### config.mk
export PLATFORM = sky130hd
export DESIGN_NAME = race_sample_feeder
export DESIGN_NICKNAME = d
export VERILOG_FILES = /design/src/rtl/race_sample_feeder.sv
export SDC_FILE = /design/constraint.sdc
export NUM_CORES = 1
export LEC_CHECK = 0
export CORE_AREA = 2 2 175 177
export CTS_BUF_LIST = sky130_fd_sc_hd__clkbuf_16
export DETAILED_ROUTE_END_ITERATION = 12
export DIE_AREA = 0 0 177 179
export PLACE_DENSITY = 0.56
export RECOVER_POWER = 50
export SLEW_MARGIN = 20
export SYNTH_ARGS = -nofsm -noshare
export SYNTH_HDL_FRONTEND = slang
export SYNTH_SLANG_ARGS = --single-unit
### constraint.sdc
create_clock -name clk -period 3.7 [get_ports clk]
set_input_delay 0.74 -clock clk [delete_from_list [all_inputs] [get_ports clk]]
set_output_delay 0.74 -clock clk [all_outputs]
set_load 0.01 [all_outputs]
### src/rtl/race_sample_feeder.sv
// race_sample_feeder: upstream driver for the RACE adaptive filter.
// Buffers complex samples from a valid/ready stream in a small FIFO and feeds them to the
// filter one at a time: strobe_resync pulse, then valid_in pulse, then wait for data_ready.
//
// Optional feature macro: RACE_FEEDER_WDOG_EN
//   defined   : WAIT is bounded by TIMEOUT cycles; a timeout sets sticky timeout_err and
//               drops the sample.
//   undefined : WAIT lasts until data_ready; timeout_err is tied low.
//
// Ports:
//   clk           clock, rising edge
//   nrst          asynchronous active-low reset
//   s_valid/s_ready/s_real/s_imag  upstream sample stream (s_ready = !full)
//   strobe_resync one-cycle pulse restarting the filter tap sequencer
//   valid_in      one-cycle pulse, the cycle after strobe_resync
//   in_real/in_imag  sample held from pop until the next pop
//   data_ready    filter result-ready pulse
//   busy          high whenever the FSM is not idle
//   fifo_level    FIFO occupancy
//   timeout_err   sticky watchdog flag
module race_sample_feeder #(
    parameter int unsigned SAMPLE_SIZE = 16,
    parameter int unsigned L           = 7,
    parameter int unsigned FIFO_DEPTH  = 8,
    parameter int unsigned TIMEOUT     = 4 * L + 8
) (
    input  logic                            clk,
    input  logic                            nrst,
    input  logic                            s_valid,
    output logic                            s_ready,
    input  logic [SAMPLE_SIZE-1:0]          s_real,
    input  logic [SAMPLE_SIZE-1:0]          s_imag,
    output logic                            strobe_resync,
    output logic                            valid_in,
    output logic [SAMPLE_SIZE-1:0]          in_real,
    output logic [SAMPLE_SIZE-1:0]          in_imag,
    input  logic                            data_ready,
    output logic                            busy,
    output logic [$clog2(FIFO_DEPTH+1)-1:0] fifo_level,
    output logic                            timeout_err
);

    localparam int unsigned PtrW = $clog2(FIFO_DEPTH);
    localparam int unsigned LvlW = $clog2(FIFO_DEPTH + 1);

    // Reject configurations the pointer arithmetic cannot handle.
    if (FIFO_DEPTH < 2 || (FIFO_DEPTH & (FIFO_DEPTH - 1)) != 0 || L < 1 || TIMEOUT < 1)
    begin : g_bad_param
        $error("race_sample_feeder: illegal parameter set");
    end

    typedef enum logic [1:0] {StIdle, StStrobe, StLaunch, StWait} state_e;

    state_e                   state_q;
    logic [2*SAMPLE_SIZE-1:0] mem_q [FIFO_DEPTH];
    logic [PtrW-1:0]          wr_ptr_q, wr_ptr_d;
    logic [PtrW-1:0]          rd_ptr_q, rd_ptr_d;
    logic [LvlW-1:0]          level_q, level_d;
    logic [SAMPLE_SIZE-1:0]   real_q, imag_q;
    logic                     strobe_q, valid_q;
    logic                     full, push, pop, timeout_hit;

    // No pass-through: s_ready depends only on the registered level.
    assign full = (level_q == LvlW'(FIFO_DEPTH));
    assign push = s_valid && !full;
    assign pop  = (state_q == StIdle) && (level_q != '0);

    always_comb begin
        wr_ptr_d = wr_ptr_q;
        rd_ptr_d = rd_ptr_q;
        level_d  = level_q;
        if (push) wr_ptr_d = wr_ptr_q + PtrW'(1);
        if (pop)  rd_ptr_d = rd_ptr_q + PtrW'(1);
        unique case ({push, pop})
            2'b10:   level_d = level_q + LvlW'(1);
            2'b01:   level_d = level_q - LvlW'(1);
            default: level_d = level_q;
        endcase
    end

    always_ff @(posedge clk or negedge nrst) begin
        if (!nrst) begin
            wr_ptr_q <= '0;
            rd_ptr_q <= '0;
            level_q  <= '0;
        end else begin
            wr_ptr_q <= wr_ptr_d;
            rd_ptr_q <= rd_ptr_d;
            level_q  <= level_d;
        end
    end

    // Storage needs no reset; pointers and level define what is valid.
    always_ff @(posedge clk) begin
        if (push) mem_q[wr_ptr_q] <= {s_real, s_imag};
    end

`ifdef RACE_FEEDER_WDOG_EN
    localparam int unsigned CntW = $clog2(TIMEOUT + 1);

    logic [CntW-1:0] cnt_q;
    logic            terr_q;

    assign timeout_hit = (state_q == StWait) && (cnt_q == CntW'(TIMEOUT - 1));

    always_ff @(posedge clk or negedge nrst) begin
        if (!nrst) begin
            cnt_q  <= '0;
            terr_q <= 1'b0;
        end else begin
            if (state_q == StLaunch) begin
                cnt_q <= '0;
            end else if (state_q == StWait) begin
                cnt_q <= cnt_q + CntW'(1);
            end
            // data_ready takes priority over a coincident timeout.
            if (timeout_hit && !data_ready) terr_q <= 1'b1;
        end
    end

    assign timeout_err = terr_q;
`else
    assign timeout_hit = 1'b0;
    assign timeout_err = 1'b0;
`endif

    always_ff @(posedge clk or negedge nrst) begin
        if (!nrst) begin
            state_q  <= StIdle;
            strobe_q <= 1'b0;
            valid_q  <= 1'b0;
            real_q   <= '0;
            imag_q   <= '0;
        end else begin
            strobe_q <= 1'b0;
            valid_q  <= 1'b0;
            unique case (state_q)
                StIdle: begin
                    if (pop) begin
                        {real_q, imag_q} <= mem_q[rd_ptr_q];
                        strobe_q         <= 1'b1;
                        state_q          <= StStrobe;
                    end
                end
                StStrobe: begin
                    valid_q <= 1'b1;
                    state_q <= StLaunch;
                end
                StLaunch: begin
                    state_q <= StWait;
                end
                StWait: begin
                    if (data_ready || timeout_hit) state_q <= StIdle;
                end
                default: state_q <= StIdle;
            endcase
        end
    end

    assign s_ready       = !full;
    assign strobe_resync = strobe_q;
    assign valid_in      = valid_q;
    assign in_real       = real_q;
    assign in_imag       = imag_q;
    assign busy          = (state_q != StIdle);
    assign fifo_level    = level_q;

endmodule

==> results of run 1 <==
-- synth_stat cells, types with 5 or more instances --
cell type,number,share of area (%)
buf_6,8,0.77
o221ai_1,24,1.8
dfrtp_1,46,9.8
a22oi_1,24,1.5
o22ai_1,8,0.43
o21ai_1,32,1.4
mux2_2,65,6.2
mux2i_1,64,5.5
a221o_1,8,0.68
buf_4,8,0.51
nor2_1,8,0.26
clkbuf_1,9,0.29
ha_1,10,1.1
edfxtp_1,256,66
buf_2,9,0.38
nand2_1,41,1.3
xnor2_1,5,0.37
-- power breakdown --
group	internal, W	switching, W	total [W]
combinational	0.00153	0.00189	0.00341
clock	0.00164	0.00121	0.00285
sequential	0.00441	0.000387	0.00480
total	0.00758	0.00349	0.0111
-- area by class of cell --
type / instances / area (µm²) / share of cell area [%]
Clock buffer: 31 / 776 / 5.61
Clock inverter: 26 / 158 / 1.14
Inverter: 4 / 15.0 / 0.108
Multi-Input combinational cell: 320 / 2680 / 19.4
Sequential cell: 302 / 8840 / 63.9
Tap cell: 396 / 495 / 3.58
Timing Repair Buffer: 93 / 870 / 6.28
-- layer usage --
layer | share of wire [%] | vias to the layer above
met2 | 50 | 115
li1 | - | 2787
met1 | 43 | 2988
met3 | 4.3 | 36
met4 | 1.9 | 2
met5 | 0.054 | -
-- cells by family after synthesis --
group / count (synthesis) / synth area share [%]
adder cells (fa/ha/maj): 10 / 1.07
flip-flops: 302 / 75.3
buffers and inverters: 40 / 2.17
AO/OA/AOI/OAI: 103 / 6.32
multiplexers: 130 / 11.8
XOR/XNOR: 8 / 0.597
AND/OR/NAND/NOR: 68 / 2.68
other: 1 / 0.0320
-- layout by cell type (no fill, tap or decap), types with 10 or more instances in the layout --
cell,n
dfrtp_1,45
a22oi_1,24
o21ai_1,32
inv_1,13
clkbuf_16,31
edfxtp_1,256
buf_4,15
mux2i_1,64
dlygate4sd3_1,32
nand2_1,42
ha_1,10
o221ai_1,24
mux2_2,65
clkdlybuf4s50_1,42
-- worst min-delay path by stage --
stage / from / end / slack, ns / cells after the start
3_5_place_dp: in_real[10] / in_real[10] / 0.47 / 2
5_1_grt: in_imag[10] / in_imag[10] / 0.51 / 2
3_3_place_gp: in_imag[0] / in_imag[0] / 0.47 / 2
6_report: nrst / in_imag[0] / 0.43 / 1
2_1_floorplan: nrst / fifo_level[0] / 0.44 / 0
4_1_cts: nrst / in_imag[0] / 0.17 / 1
-- critical path: cells and delay by family, from the launching register on --
kind / cells / cell delay [ns]
buffers and inverters: 1 / 0.53
flip-flops: 1 / 0.48
AND/OR/NAND/NOR: 1 / 0.65
-- per-stage QoR --
step | cell area (µm²) | hold slack (ns)
6_report | 13800 | 0.433
3_3_place_gp | 12900 | 0.471
3_5_place_dp | 12900 | 0.475
4_1_cts | 13900 | 0.169
5_1_grt | 13800 | 0.515
2_1_floorplan | 11700 | 0.444
-- registers in the layout, indices dropped and copies added, names as in the netlist --
| register | count |
|---|---|
| mem_q | 256 |
| in_imag | 16 |
| in_real | 16 |
| fifo_level | 4 |
| rd_ptr_q | 3 |
| wr_ptr_q | 3 |
| state_q | 2 |
| strobe_resync | 1 |
| valid_in | 1 |
==> impl_metrics.toml, run 1 <==
[yosys]
synth.distinct_cells = 37
syn_inst = 662
synth_ff_type = "edfxtp_1"
ys_seq_area_share_pct = 75.3
mappedNetlistArea_um2 = 11700
ys_ff_latch = 302
async_flop_share_pct = 15.2
yosysWarnings = 0
synth-edff-count = 256
synth_nets = 708
postSynthAreaPerCell_um2 = 17.7

[min_path]
hp-class = "in -> async"

[timing]
min_period_ns = 2.94
fin_ws_ns = 0.756
period_share_pct = 79.6
fmaxAchievable_mhz = 340
setup_viol = 0
tightest_slew_ns = 1.76
skew_ns = 0.00850
finalHoldViolations = 0
slew-limit-headroom_pct = -17.5
setup_tns_ns = 0
report.final.slew_viol_count = 31
rsz0062_at_grt = "false"

[critical_path]
cp_max_fo = 9
end_kind = "primary output"
crit_path_top_delay_cell = "or4b_1"
crit_type = "reg -> out"
rr_worst_depth = 5
worstPathArrival_ns = 2.20
r2r-start = "fifo_level[1]"
critPathLaunch = "fifo_level[1]"
crit_path_start_kind = "flip-flop"
regToRegEndpoint = "mem_q[0][16]"
slowest_delay_ns = 0.65
critPathCapture = "s_ready"
path_cells = "or4b_1, clkdlybuf4s50_1"
required_ns = 2.96
rrSetupSlack_ns = 1.03

[place]
dpl_worst_slack_ns = 1.04
place.port_buffers = 75
dp_hpwl_um = 14600
globalplace.congestion = 0.759
dp_cells = 1115

[cts]
hold_buffers = 0
clk_pin_slew_ns = 0.06
clkSinkCount = 302
cts_max_level = 1
clockBufferDepth = 3
cts_tree = "yes"
cts_resized = 0
cts_buffers = 31
cts_setup_buffers = 0
clk_latency_ns = 0.54
cts-root-buf = "clkbuf_16"

[final_layout]
fin_cells = 1172
synthToLayoutAreaGrowth_pct = 18.0
fin_util_pct = 46.1
nNetsFinal = 798
nFillCells = 2573
insertedDiodeCount = 0
drive_above_1_share_pct = 17.0

[die]
die_y_um = 179
dieWidth_um = 177
die-area_um2 = 31700
start_util_pct = 39.1
num_rows = 64
io_pins = 77
core_um2 = 30000

[global_route]
grt_pass1_wl_um = 36900
grtUsageTotal_pct = 15.4
met1_usage_pct = 19.7
grt-ovfl-total = 0
grt_pass1_vias = 6227
met2_usage_pct = 27.0
met3_usage_pct = 2.54
grt_max_degree = 67
grt.busiest_layer = "met2"
antenna_found_initial = 1

[outcome]
violations = "max-capacitance violations, max-slew violations"
status = "finished with violations"

[route]
ant_nets = 0
drt-initial-drc-count = 318
first_pass_iters = 6
routedWlPerCell_um = 20.5
routed_wirelength_um = 24000
vias = 5928
drc = 0
post_drt_via_cell_ratio = 5.06

[pwr]
peakVddDrop_mv = 0.337
power_density_nw_per_um2 = 800
finalPower_w = 0.0111
power.leakage_nw = 4.86

[run]
cap_violations = 1
No activity file was read; power rests on OpenSTA's default activity.
==> run 2: changes to the inputs <==
--- a/config.mk
+++ b/config.mk
@@ -9,7 +9,7 @@
 export CTS_BUF_LIST = sky130_fd_sc_hd__clkbuf_16
 export DETAILED_ROUTE_END_ITERATION = 12
 export DIE_AREA = 0 0 177 179
-export PLACE_DENSITY = 0.56
+export PLACE_DENSITY = 0.54
 export RECOVER_POWER = 50
 export SLEW_MARGIN = 20
 export SYNTH_ARGS = -nofsm -noshare
==> constraint.sdc (replaced) <==
create_clock -name clk -period 2.8 [get_ports clk]
set_input_delay 0.56 -clock clk [delete_from_list [all_inputs] [get_ports clk]]
set_output_delay 0.56 -clock clk [all_outputs]
set_load 0.01 [all_outputs]
==> impl_metrics.toml, run 2 (synthesis results as in run 1) <==
[critical_path]
required_ns = 2.24
end_kind = "primary output"
worstPathArrival_ns = 2.06
crit_type = "reg -> out"
crit_path_start_kind = "flip-flop"
cp_max_fo = 9

[die]
io_pins = 77
die_y_um = 179
die-area_um2 = 31700
core_um2 = 30000
start_util_pct = 39.1
num_rows = 64
dieWidth_um = 177

[timing]
setup_viol = 0
tightest_slew_ns = 1.32
rsz0062_at_grt = "false"
fmaxAchievable_mhz = 382
setup_tns_ns = 0
skew_ns = 0.0128
period_share_pct = 93.5
slew-limit-headroom_pct = 12.3
min_period_ns = 2.62
finalHoldViolations = 0
report.final.slew_viol_count = 0

[pwr]
power_density_nw_per_um2 = 1070
finalPower_w = 0.0151
power.leakage_nw = 4.99
peakVddDrop_mv = 0.513

[place]
dp_cells = 1123
place.port_buffers = 75
globalplace.congestion = 0.762
dp_hpwl_um = 14200

[route]
first_pass_iters = 4
routed_wirelength_um = 23600
post_drt_via_cell_ratio = 5.08
drc = 0
ant_nets = 0
routedWlPerCell_um = 19.9
drt-initial-drc-count = 426
vias = 6025

[final_layout]
fin_util_pct = 47.0
drive_above_1_share_pct = 18.5
nNetsFinal = 809
final_common_cell = "edfxtp_1"
largest_reg_flops = 256
top_register = "mem_q"
fin_cells = 1185
final_cell_mix = "256 x edfxtp_1, 65 x mux2_2, 64 x mux2i_1"
synthToLayoutAreaGrowth_pct = 20.2

[cts]
clk_pin_slew_ns = 0.06
cts_setup_buffers = 0
cts_max_level = 2
cts_resized = 0
cts_tree = "yes"
hold_buffers = 0
clockBufferDepth = 3
cts-root-buf = "clkbuf_16"
clkSinkCount = 302
clk_latency_ns = 0.50
cts_buffers = 34

[global_route]
grt_max_degree = 67
antenna_found_initial = 1
grtUsageTotal_pct = 15.3
grt_pass1_vias = 6426
grt-ovfl-total = 0
grt_pass1_wl_um = 37200

[min_path]
hp-class = "in -> async"

[run]
cap_violations = 0

[outcome]
status = "completed"
==> run 2: cell type report <==
| class | instances | area (µm²) |
|---|---|---|
| antenna | 1 | 2.50 |
| clock buffer | 35 | 876 |
| clock inverter | 26 | 164 |
| fill | 2562 | 15900 |
| inverter | 4 | 15.0 |
| multi-input combinational | 320 | 2690 |
| sequential | 302 | 8840 |
| tap | 396 | 495 |
| timing repair buffer | 101 | 1020 |
==> run 2: routing by layer <==
metal | vias up | track usage, % | wire length [µm]
met2 | 112 | 26.8 | 12000
met1 | 3068 | 19.7 | 10200
met3 | 35 | 2.65 | 1000
li1 | 2810 | - | -
met5 | - | 0 | 0
met4 | 0 | 4.27 | 422
==> run 2: through the flow <==
stage	hold WS, ns	area (µm²)	worst slack (ns)
finish	0.271	14100	0.182
CTS	0.0375	14200	0.108
floorplan	0.264	11700	-0.0674
global placement	0.466	13100	0.275
global route	0.367	14100	0.0394
detailed placement	0.479	13100	0.274
==> run 2: critical path, stage by stage, from the launching register on <==
cell             delay [ns]
dfrtp_1                0.47
or4b_4                 0.59
clkdlybuf4s50_1        0.50
==> run 2: report_power, final <==
part / leakage, nW / switching, W / internal, W / total, W
clock: 0.551 / 0.00166 / 0.00244 / 0.00410
combinational: 1.56 / 0.00256 / 0.00213 / 0.00470
sequential: 2.88 / 0.000473 / 0.00583 / 0.00630
==> run 2: final timing paths <==
check | from | to | cells past startpoint | slack [ns]
setup / recovery | fifo_level[1] | s_ready | 2 | 0.18
hold / removal | nrst | in_imag[5] | 1 | 0.27
setup reg to reg | fifo_level[0] | in_imag[2] | 3 | 0.29
hold reg to reg | in_imag[9] | in_imag[9] | 2 | 0.48
max in group asynchronous | nrst | rd_ptr_q[0] | 2 | 0.99
min in group clk | in_imag[9] | in_imag[9] | 2 | 0.48
